$ cat src/rtl/cp_strobe_gen_if.sv
// Control/status bundle for cp_strobe_gen: run controls in, virtual clock level and cp strobes out.
// CP_EXT_EN adds the external-clock inputs ext_clk/ext_sel.
interface cp_strobe_gen_if #(
    parameter int unsigned DIV_W  = 8,
    parameter int unsigned TICK_W = 16
);
    logic              en;
    logic              resync;
    logic [DIV_W-1:0]  div;
    logic              clk_lvl;
    logic              cp_rise;
    logic              cp_fall;
    logic [TICK_W-1:0] tick_cnt;
`ifdef CP_EXT_EN
    logic              ext_clk;
    logic              ext_sel;
`endif

    modport master (
`ifdef CP_EXT_EN
        output ext_clk, ext_sel,
`endif
        output en, resync, div,
        input  clk_lvl, cp_rise, cp_fall, tick_cnt
    );

    modport slave (
`ifdef CP_EXT_EN
        input  ext_clk, ext_sel,
`endif
        input  en, resync, div,
        output clk_lvl, cp_rise, cp_fall, tick_cnt
    );
endinterface

$ cat src/rtl/cp_strobe_gen.sv
// Virtual-clock generator: produces one-cycle cp_rise/cp_fall enables and the clock level in sys_clk domain.
// CP_EXT_EN adds a synchronised external clock source selectable with ext_sel.
module cp_strobe_gen #(
    parameter int unsigned DIV_W  = 8,
    parameter int unsigned TICK_W = 16
) (
    input  logic            sys_clk,
    input  logic            sys_rst,
    cp_strobe_gen_if.slave  bus
);

    logic [DIV_W-1:0]  cnt;
    logic [TICK_W-1:0] tick;
    logic              lvl;
    logic              rise;
    logic              fall;

    logic [DIV_W-1:0]  cnt_nxt;
    logic              lvl_nxt;
    logic              rise_nxt;
    logic              fall_nxt;

    // >= rather than == so a div lowered below the running count still toggles next edge
    always_comb begin
        cnt_nxt  = cnt;
        lvl_nxt  = lvl;
        rise_nxt = 1'b0;
        fall_nxt = 1'b0;
        if (bus.resync) begin
            cnt_nxt = '0;
            lvl_nxt = 1'b0;
        end else if (bus.en) begin
            if (cnt >= bus.div) begin
                cnt_nxt  = '0;
                lvl_nxt  = ~lvl;
                rise_nxt = ~lvl;
                fall_nxt = lvl;
            end else begin
                cnt_nxt = cnt + 1'b1;
            end
        end
    end

`ifdef CP_EXT_EN
    logic sync_meta;
    logic sync_q;
    logic sync_d;
    logic sel_q;

    always_ff @(posedge sys_clk or posedge sys_rst) begin
        if (sys_rst) begin
            sync_meta <= 1'b0;
            sync_q    <= 1'b0;
            sync_d    <= 1'b0;
            sel_q     <= 1'b0;
        end else begin
            sync_meta <= bus.ext_clk;
            sync_q    <= sync_meta;
            sync_d    <= sync_q;
            sel_q     <= bus.ext_sel;
        end
    end

    logic ext_rise;
    logic ext_fall;
    logic sel_switch;

    assign ext_rise   = sync_q & ~sync_d;
    assign ext_fall   = ~sync_q & sync_d;
    assign sel_switch = bus.ext_sel ^ sel_q;

    always_ff @(posedge sys_clk or posedge sys_rst) begin
        if (sys_rst) begin
            cnt  <= '0;
            lvl  <= 1'b0;
            rise <= 1'b0;
            fall <= 1'b0;
            tick <= '0;
        end else if (bus.ext_sel) begin
            if (bus.resync) begin
                cnt <= '0;
            end
            lvl  <= sync_q;
            rise <= bus.en & ~sel_switch & ext_rise;
            fall <= bus.en & ~sel_switch & ext_fall;
            if (bus.en && !sel_switch && ext_rise) begin
                tick <= tick + 1'b1;
            end
        end else begin
            // divider state still advances on the switch edge; only its strobe is masked
            cnt  <= cnt_nxt;
            lvl  <= lvl_nxt;
            rise <= rise_nxt & ~sel_switch;
            fall <= fall_nxt & ~sel_switch;
            if (rise_nxt && !sel_switch) begin
                tick <= tick + 1'b1;
            end
        end
    end
`else
    always_ff @(posedge sys_clk or posedge sys_rst) begin
        if (sys_rst) begin
            cnt  <= '0;
            lvl  <= 1'b0;
            rise <= 1'b0;
            fall <= 1'b0;
            tick <= '0;
        end else begin
            cnt  <= cnt_nxt;
            lvl  <= lvl_nxt;
            rise <= rise_nxt;
            fall <= fall_nxt;
            if (rise_nxt) begin
                tick <= tick + 1'b1;
            end
        end
    end
`endif

    assign bus.clk_lvl  = lvl;
    assign bus.cp_rise  = rise;
    assign bus.cp_fall  = fall;
    assign bus.tick_cnt = tick;

endmodule

$ cat src/flat_wrapper.sv
// flat-port wrapper written by rule: the top's interface ports become plain ports
module cp_strobe_gen_flat 
#(
    parameter int unsigned DIV_W  = 8,
    parameter int unsigned TICK_W = 16
)
  (sys_clk, sys_rst, bus_en, bus_resync, bus_div, bus_clk_lvl, bus_cp_rise, bus_cp_fall, bus_tick_cnt);
  cp_strobe_gen_if #(.DIV_W(DIV_W), .TICK_W(TICK_W)) bus_i ();
  input  logic sys_clk;
  input  logic sys_rst;
  input wire logic [$bits(bus_i.en)-1:0] bus_en;
  input wire logic [$bits(bus_i.resync)-1:0] bus_resync;
  input wire logic [$bits(bus_i.div)-1:0] bus_div;
  output wire logic [$bits(bus_i.clk_lvl)-1:0] bus_clk_lvl;
  output wire logic [$bits(bus_i.cp_rise)-1:0] bus_cp_rise;
  output wire logic [$bits(bus_i.cp_fall)-1:0] bus_cp_fall;
  output wire logic [$bits(bus_i.tick_cnt)-1:0] bus_tick_cnt;
  assign bus_i.en = bus_en;
  assign bus_i.resync = bus_resync;
  assign bus_i.div = bus_div;
  assign bus_clk_lvl = bus_i.clk_lvl;
  assign bus_cp_rise = bus_i.cp_rise;
  assign bus_cp_fall = bus_i.cp_fall;
  assign bus_tick_cnt = bus_i.tick_cnt;
  cp_strobe_gen #(.DIV_W(DIV_W), .TICK_W(TICK_W)) u_core (.sys_clk(sys_clk), .sys_rst(sys_rst), .bus(bus_i));
endmodule
$ cat config.mk
export PLATFORM = sky130hd
export DESIGN_NAME = cp_strobe_gen_flat
export DESIGN_NICKNAME = d
export VERILOG_FILES = /design/src/rtl/cp_strobe_gen_if.sv /design/src/rtl/cp_strobe_gen.sv /design/src/flat_wrapper.sv
export SDC_FILE = /design/constraint.sdc
export NUM_CORES = 1
export LEC_CHECK = 0
export ABC_AREA = 0
export CORE_UTILIZATION = 48
export CTS_BUF_LIST = sky130_fd_sc_hd__clkbuf_4 sky130_fd_sc_hd__clkbuf_8
export CTS_CLUSTER_SIZE = 25
export DETAILED_ROUTE_END_ITERATION = 10
export PLACE_DENSITY = 0.84
export SLEW_MARGIN = 25
export SYNTH_ARGS = -nofsm -noshare
export SYNTH_HDL_FRONTEND = slang
export SYNTH_SLANG_ARGS = --single-unit
$ cat constraint.sdc
create_clock -name sys_clk -period 2 [get_ports sys_clk]
set_clock_uncertainty 0.05 [all_clocks]
set_input_delay 0.5 -clock sys_clk [delete_from_list [all_inputs] [get_ports sys_clk]]
set_output_delay 0.5 -clock sys_clk [all_outputs]
set_load 0.02 [all_outputs]
==> out/results.md, run 1 <==
Detailed routing
- **vias** 1251
- **number of search-and-repair iterations in the first detailed-routing pass** 4
- **via count normalized by instance count** 5.19
- **number of design rule violations left after detail routing** 0
- **routed length per instance** 14.2 um
- **Detailed Route Iter0 Violations** 33
- **Routed WL** 3.43 mm
- **Antenna Nets Post-Route** 0

Worst setup path
- **startpoint type of the worst setup path** flop
- **standard cell with the maximum stage delay on the critical path** sky130_fd_sc_hd__dfrtp_1
- **critical path class** flop to flop
- **critical-path maximum fanout** 9
- **Critical Path End Type** flop
- **Reg2Reg Launch Point** u_core.cnt[0]
- **delay of the slowest cell on the worst path** 0.42 ns
- **worst endpoint required time** 2.17 ns
- **cell family contributing the most delay on the critical path** compound AO/OA/AOI/OAI gates
- **critical-path cell list** inv_2 > ha_4 > nand2b_4 > a2111oi_4 > o32a_1 > buf_12 > nor2_1 > xor2_1
- **buffer and inverter count on the worst path** 2
- **FF-to-FF path depth** 8
- **worst endpoint data arrival time** 2.12 ns
- **worst r2r dst** u_core.bus.tick_cnt[9]
- **setup slack, reg-to-reg** 0.05 ns

Timing
- **count of endpoints failing setup in the final report** 0
- **setup repair after global routing missed its margin** yes
- **Pins Over Slew Limit** 0
- **count of final hold-check violations** 0
- **crit share post-route** 97.5%
- **Max Fclk** 513 MHz
- **measured slew at the worst slew-check pin** 0.362 ns
- **clock period minus worst slack** 1.95 ns
- **relative slew slack** 75.9%

Clock tree
- **Max Buffers Root-to-Sink** 2
- **Worst-path clk slew** 0.15 ns
- **hold_buf cts** 0
- **root buf cell** sky130_fd_sc_hd__clkbuf_4
- **Clk Latency, worst-skew pair** 0.33 ns
- **# clock sinks** 27
- **number of buffers added by the clock tree synthesis step** 3
- **level count of the clock H-tree** 1
- **CTS tree** yes

Global route
- **number of antenna violations at the first check in global routing** 0
- **largest net degree at the start of global routing** 28
- **global-route total usage across every layer** 21.5%
- **first-pass GRT wire length** 5.60 mm
- **vias in the first global route** 1266
- **total congestion overflow after global routing** 0

Cells and area
- **ratio of cells with drive above 1 in the final layout** 26.9%
- **Syn-to-layout area delta** 42.3%
- **flip-flop and latch area** 678 um2
- **area of the multi-input gates** 862 um2
- **# fillers** 216
- **antenna diode count** 0
- **final design area excluding fillers** 0.00216 mm2
- **final net count** 220
- **number of cells in the finished layout apart from fillers** 241

Pwr
- **Leakage** 1.13 nW
- **overall power after layout** 0.000931 W
- **cell area power density** 430 mW/mm2
- **peak ir drop on the vdd network** 0.341 mV

Min path
- **Worst Hold Endpoint** u_core.bus.tick_cnt[15]
- **worst hold path class** flop to flop
- **cell depth of the worst min-delay path** 1
- **startpoint of the worst hold path** u_core.bus.tick_cnt[15]

Place
- **post-detail-place hpwl** 2.54 mm
- **number of input and output port buffers inserted** 30
- **Placed Instance Area** 0.00203 mm2
- **Placer Congestion** 0.769
- **placed cells** 233

Synthesis
- **synthesis-stage register bit count** 27
- **number of nets produced by synthesis** 168
- **Post-synth EDFFs** 0
- **cell area after synthesis** 0.00152 mm2
- **largest area contributor in the synthesized netlist** sky130_fd_sc_hd__dfrtp_1
- **count of mapped cells out of synthesis** 146
- **predominant post-synthesis flop cell** sky130_fd_sc_hd__dfrtp_1
- **count of unique library cells instantiated by Yosys** 31
- **yosys warns** 0
- **top cells by area in the synthesized netlist** sky130_fd_sc_hd__dfrtp_1, sky130_fd_sc_hd__ha_1, sky130_fd_sc_hd__xor2_1, sky130_fd_sc_hd__xnor2_1, sky130_fd_sc_hd__nand3_1
- **area share of the largest cell type after synthesis** 44.4%
- **Post-synth top cells** sky130_fd_sc_hd__dfrtp_1, sky130_fd_sc_hd__inv_1, sky130_fd_sc_hd__xor2_1
- **sequential fraction of the synthesis area** 44.4%
- **library cell with the highest instance count after synthesis** sky130_fd_sc_hd__dfrtp_1
- **synthesized area divided by synthesized cell count** 10.4 um2
- **fraction of synthesis flops using an asynchronous set or reset pin** 100%

Job
- **Max Cap Viol** 0

Die
- **Cell Rows** 20
- **area of the die** 0.00340 mm2
- **chip width** 58.3 um
- **core outline area** 0.00303 mm2
- **count of pins on the block boundary** 31
- **initial core utilization** 50.2%
- **chip height** 58.3 um

Status
- **outcome** finished clean

## timing repair
item	in CTS	in global routing
buffers inserted	1	3
endpoints found under the setup margin	26	25
pin swaps	12	5
endpoints found under the hold margin	0	0
gates resized for setup	19	11
## layer usage
| layer | wire length [um] | GRT usage (%) | up-vias |
|---|---|---|---|
| li1 | - | - | 605 |
| met1 | 1440 | 26.4 | 609 |
| met2 | 1820 | 38.8 | 33 |
| met3 | 131 | 3.30 | 4 |
| met4 | 38 | 6.80 | 0 |
| met5 | 0 | 0 | - |
## worst max-delay path by stage
| stage | endpoint | slack, ns | start | cells past startpoint |
|---|---|---|---|---|
| after CTS | bus_tick_cnt[8] | 0.004 | u_core.bus.tick_cnt[8] | 1 |
| after global routing | u_core.bus.tick_cnt[13] | -0.01 | u_core.cnt[5] | 6 |
| after global placement | u_core.bus.tick_cnt[1] | -0.48 | bus_div[0] | 8 |
| final | u_core.bus.tick_cnt[9] | 0.05 | u_core.cnt[0] | 8 |
| after detailed placement | u_core.bus.tick_cnt[6] | -0.56 | bus_div[5] | 9 |
| after floorplan | u_core.cnt[0] | 0.005 | bus_div[0] | 7 |
## through the flow
stage	setup TNS [ns]	worst slack (ns)	util [%]	hold WS, ns
after floorplan	0	0.00529	-	0.500
after global placement	-11.10	-0.482	67.1	0.406
after detailed placement	-12.00	-0.557	67.1	0.414
after CTS	0	0.00376	69.5	0.438
after global routing	-0.0419	-0.0122	71.5	0.460
final	0	0.0492	71.5	0.434
## state kept, by name, summed over array words and instances, names as in the netlist
name,cells
u_core.bus.tick_cnt,16
u_core.cnt,8
u_core.bus.clk_lvl,1
u_core.bus.cp_fall,1
u_core.bus.cp_rise,1
## layout make-up
class                      instances  share of cell area [%]
clock buffer                       3                    1.04
clock inverter                     1                   0.347
inverter                          12                    2.08
multi-input combinational        102                    39.8
sequential                        27                    31.3
tap                               44                    2.54
timing repair buffer              52                    22.8
## power breakdown
| group | internal (W) | switching (W) | leakage, nW | total, W |
|---|---|---|---|---|
| clock network | 0.0000764 | 0.000167 | 0.0139 | 0.000243 |
| logic | 0.0000656 | 0.0000626 | 0.740 | 0.000128 |
| registers | 0.000552 | 0.00000725 | 0.372 | 0.000559 |
## cell families (layout without fill, tap and decap cells)
group           count (synthesis)  in the layout  synth area share [%]
simple gates                   56             56                  20.8
flops                          27             27                  44.4
xor+xnor                       20             20                  11.5
buf+inv                        17             68                  4.93
compound gates                 14             14                  8.64
fa+ha+maj                      10             10                  8.22
mux                             2              2                  1.48
## cells in the final DEF (no fill, tap or decap), drive strengths merged, types with 3 or more instances in the layout
cell type and count:
dfrtp 27, nand3 10, and3 5, dlygate4sd2 8
nand4 5, nor3 10, xnor2 9, clkdlybuf4s50 16
clkbuf 3, inv 12, nand2 9, nor2 10
buf 22, xor2 11, dlymetal6s2s 6, ha 10
a21oi 3, nand2b 3
Power figures use the tool's default switching activity.
==> run 2: changes to the inputs <==
--- a/config.mk
+++ b/config.mk
@@ -6,11 +6,11 @@
 export NUM_CORES = 1
 export LEC_CHECK = 0
 export ABC_AREA = 0
-export CORE_UTILIZATION = 48
+export CORE_UTILIZATION = 45
 export CTS_BUF_LIST = sky130_fd_sc_hd__clkbuf_4 sky130_fd_sc_hd__clkbuf_8
 export CTS_CLUSTER_SIZE = 25
 export DETAILED_ROUTE_END_ITERATION = 10
-export PLACE_DENSITY = 0.84
+export PLACE_DENSITY = 0.8
 export SLEW_MARGIN = 25
 export SYNTH_ARGS = -nofsm -noshare
 export SYNTH_HDL_FRONTEND = slang
==> run 2 against run 1 <==
Core utilization rose by 0.43 points. Via count rose by 3.6%. Clock power barely moved. Sequential cell count did not move. Fmax fell by 0.79%. Sequential share of layout area fell by 1.2 points. Die area rose by 6.4%. Hold slack got worse by 0.0025 ns. Combinational power barely moved. Count of clock-buffer cells in the layout did not move. Critical endpoint is now u_core.bus.tick_cnt[11]. Largest cell class unchanged.
==> out/results.md, run 2 (synthesis gave the netlist of run 1 again) <==
Clock tree
- **number of buffers added by the clock tree synthesis step** 3
- **Max Buffers Root-to-Sink** 2
- **root buf cell** sky130_fd_sc_hd__clkbuf_4
- **hold_buf cts** 0
- **CTS tree** yes
- **# clock sinks** 27
- **Worst-path clk slew** 0.15 ns
- **Clk Latency, worst-skew pair** 0.33 ns
- **level count of the clock H-tree** 1

Worst setup path
- **critical path class** flop to flop
- **standard cell with the maximum stage delay on the critical path** sky130_fd_sc_hd__dfrtp_1
- **worst r2r dst** u_core.bus.tick_cnt[11]
- **startpoint type of the worst setup path** flop
- **worst endpoint required time** 2.18 ns
- **critical path startpoint** u_core.cnt[0]
- **setup slack, reg-to-reg** 0.03 ns
- **FF-to-FF path depth** 8
- **Reg2Reg Launch Point** u_core.cnt[0]
- **buffer and inverter count on the worst path** 2
- **Critical Path End Type** flop
- **worst endpoint data arrival time** 2.14 ns
- **cell family contributing the most delay on the critical path** compound AO/OA/AOI/OAI gates
- **critical-path maximum fanout** 5
- **delay of the slowest cell on the worst path** 0.42 ns
- **critical-path cell list** inv_2 > ha_4 > nand2b_4 > a2111oi_4 > o32a_4 > buf_12 > nor3_4 > xor2_1

Detailed routing
- **Routed WL** 3.74 mm
- **Antenna Nets Post-Route** 0
- **number of search-and-repair iterations in the first detailed-routing pass** 4
- **Detailed Route Iter0 Violations** 59
- **vias** 1296
- **number of design rule violations left after detail routing** 0
- **routed length per instance** 15.5 um
- **via count normalized by instance count** 5.36

Status
- **outcome** finished clean

Timing
- **count of final hold-check violations** 0
- **Pins Over Slew Limit** 0
- **crit share post-route** 98.3%
- **clock period minus worst slack** 1.97 ns
- **count of endpoints failing setup in the final report** 0
- **setup repair after global routing missed its margin** yes
- **relative slew slack** 63.7%
- **measured slew at the worst slew-check pin** 0.543 ns
- **Max Fclk** 509 MHz

Global route
- **total congestion overflow after global routing** 0
- **vias in the first global route** 1309
- **global-route total usage across every layer** 23.9%
- **first-pass GRT wire length** 6.19 mm
- **largest net degree at the start of global routing** 28
- **number of antenna violations at the first check in global routing** 0

Die
- **Cell Rows** 20
- **initial core utilization** 48.6%
- **chip height** 60.1 um
- **core outline area** 0.00313 mm2
- **chip width** 60.1 um
- **count of pins on the block boundary** 31
- **area of the die** 0.00362 mm2

Pwr
- **overall power after layout** 0.000936 W
- **Leakage** 1.25 nW
- **cell area power density** 416 mW/mm2
- **peak ir drop on the vdd network** 0.336 mV

Min path
- **startpoint of the worst hold path** u_core.bus.tick_cnt[15]
- **worst hold path class** flop to flop
- **cell depth of the worst min-delay path** 1
- **Worst Hold Endpoint** u_core.bus.tick_cnt[15]

Place
- **number of input and output port buffers inserted** 30
- **Placer Congestion** 0.777
- **placed cells** 233
- **post-detail-place hpwl** 2.73 mm

Cells and area
- **flip-flop and latch area** 678 um2
- **final net count** 221
- **Syn-to-layout area delta** 47.9%
- **commonest cells after routing, fill and taps aside** sky130_fd_sc_hd__dfrtp_1, sky130_fd_sc_hd__buf_4, sky130_fd_sc_hd__clkdlybuf4s50_1
- **Largest register FFs** 16
- **area of the multi-input gates** 928 um2
- **ratio of cells with drive above 1 in the final layout** 30.3%
- **most frequent standard cell in the layout excluding fill and tap cells** sky130_fd_sc_hd__dfrtp_1
- **# fillers** 237
- **number of cells in the finished layout apart from fillers** 242
- **antenna diode count** 0

Job
- **Max Cap Viol** 0

## run 2: changes by cell type in the layout (fill, tap and decap cells not counted), moves of 2 or more
| cell | before | now |
|---|---|---|
| sky130_fd_sc_hd__nor3_4 | 0 | 6 |
| sky130_fd_sc_hd__nor3_1 | 5 | 1 |
| sky130_fd_sc_hd__buf_4 | 18 | 20 |
| sky130_fd_sc_hd__buf_6 | 3 | 1 |
| sky130_fd_sc_hd__nor3_2 | 5 | 3 |
## run 2: worst register-to-register path: stages, from the launching register on
cell                        delay, ns
sky130_fd_sc_hd__dfrtp_1         0.42
sky130_fd_sc_hd__inv_2           0.07
sky130_fd_sc_hd__ha_4            0.19
sky130_fd_sc_hd__nand2b_4        0.14
sky130_fd_sc_hd__a2111oi_4       0.37
sky130_fd_sc_hd__o32a_4          0.28
sky130_fd_sc_hd__buf_12          0.15
sky130_fd_sc_hd__nor3_4          0.04
sky130_fd_sc_hd__xor2_1          0.17
## run 2: area by class of cell
class / instances / area share [%]
repair buffers: 53 / 22.8
inverters: 12 / 2.00
flip-flops and latches: 27 / 30.1
clock buffers: 3 / 1.00
multi-input cells: 102 / 41.3
clock inverters: 1 / 0.334
well taps: 44 / 2.45
## run 2: per-layer routing
metal / global-route usage, % / wire length [um] / vias up
met1: 29.1 / 1500 / 635
met5: 0 / 0 / -
met4: 8.97 / 91 / 0
met2: 41.1 / 1990 / 44
met3: 4.76 / 161 / 8
li1: - / - / 609
## run 2: power breakdown
group          leakage (nW)  internal (W)  total (W)  switching, W
sequential            0.372      0.000552   0.000559    0.00000710
combinational         0.860     0.0000666   0.000131     0.0000639
clock                0.0139     0.0000766   0.000246      0.000169
## run 2: worst max path at each step
| stage | end | slack [ns] | cells after the start |
|---|---|---|---|
| floorplan | u_core.cnt[0] | 0.005 | 7 |
| global placement | u_core.cnt[6] | -0.48 | 8 |
| detailed placement | u_core.cnt[5] | -0.65 | 8 |
| CTS | u_core.bus.tick_cnt[1] | -0.02 | 8 |
| global route | u_core.bus.tick_cnt[6] | -0.05 | 9 |
| finish | u_core.bus.tick_cnt[11] | 0.03 | 8 |
## run 2: per-stage QoR
step / cell area [um2] / TNS (ns) / hold WS [ns] / setup slack [ns] / util [%]
after floorplan: 1560 / 0 / 0.500 / 0.00529 / -
after global placement: 2030 / -11.60 / 0.405 / -0.476 / 64.9
after detailed placement: 2030 / -13.66 / 0.418 / -0.647 / 64.9
after CTS: 2190 / -0.0412 / 0.436 / -0.0226 / 69.9
after global routing: 2250 / -0.326 / 0.461 / -0.0525 / 71.9
final: 2250 / 0 / 0.431 / 0.0338 / 71.9
## run 2: repair_timing
item	CTS	global route
pin swaps	27	13
gates cloned	1	0
setup endpoints to repair	26	30
setup buffers	1	3
hold endpoints to repair	0	0
resized for setup	32	12
==> run 3: changes to the inputs <==
--- a/config.mk
+++ b/config.mk
@@ -11,7 +11,6 @@
 export CTS_CLUSTER_SIZE = 25
 export DETAILED_ROUTE_END_ITERATION = 10
 export PLACE_DENSITY = 0.8
-export SLEW_MARGIN = 25
 export SYNTH_ARGS = -nofsm -noshare
 export SYNTH_HDL_FRONTEND = slang
 export SYNTH_SLANG_ARGS = --single-unit
==> results of run 3 <==
Same layout as run 2: the final DEF is identical, and so are final timing and power.
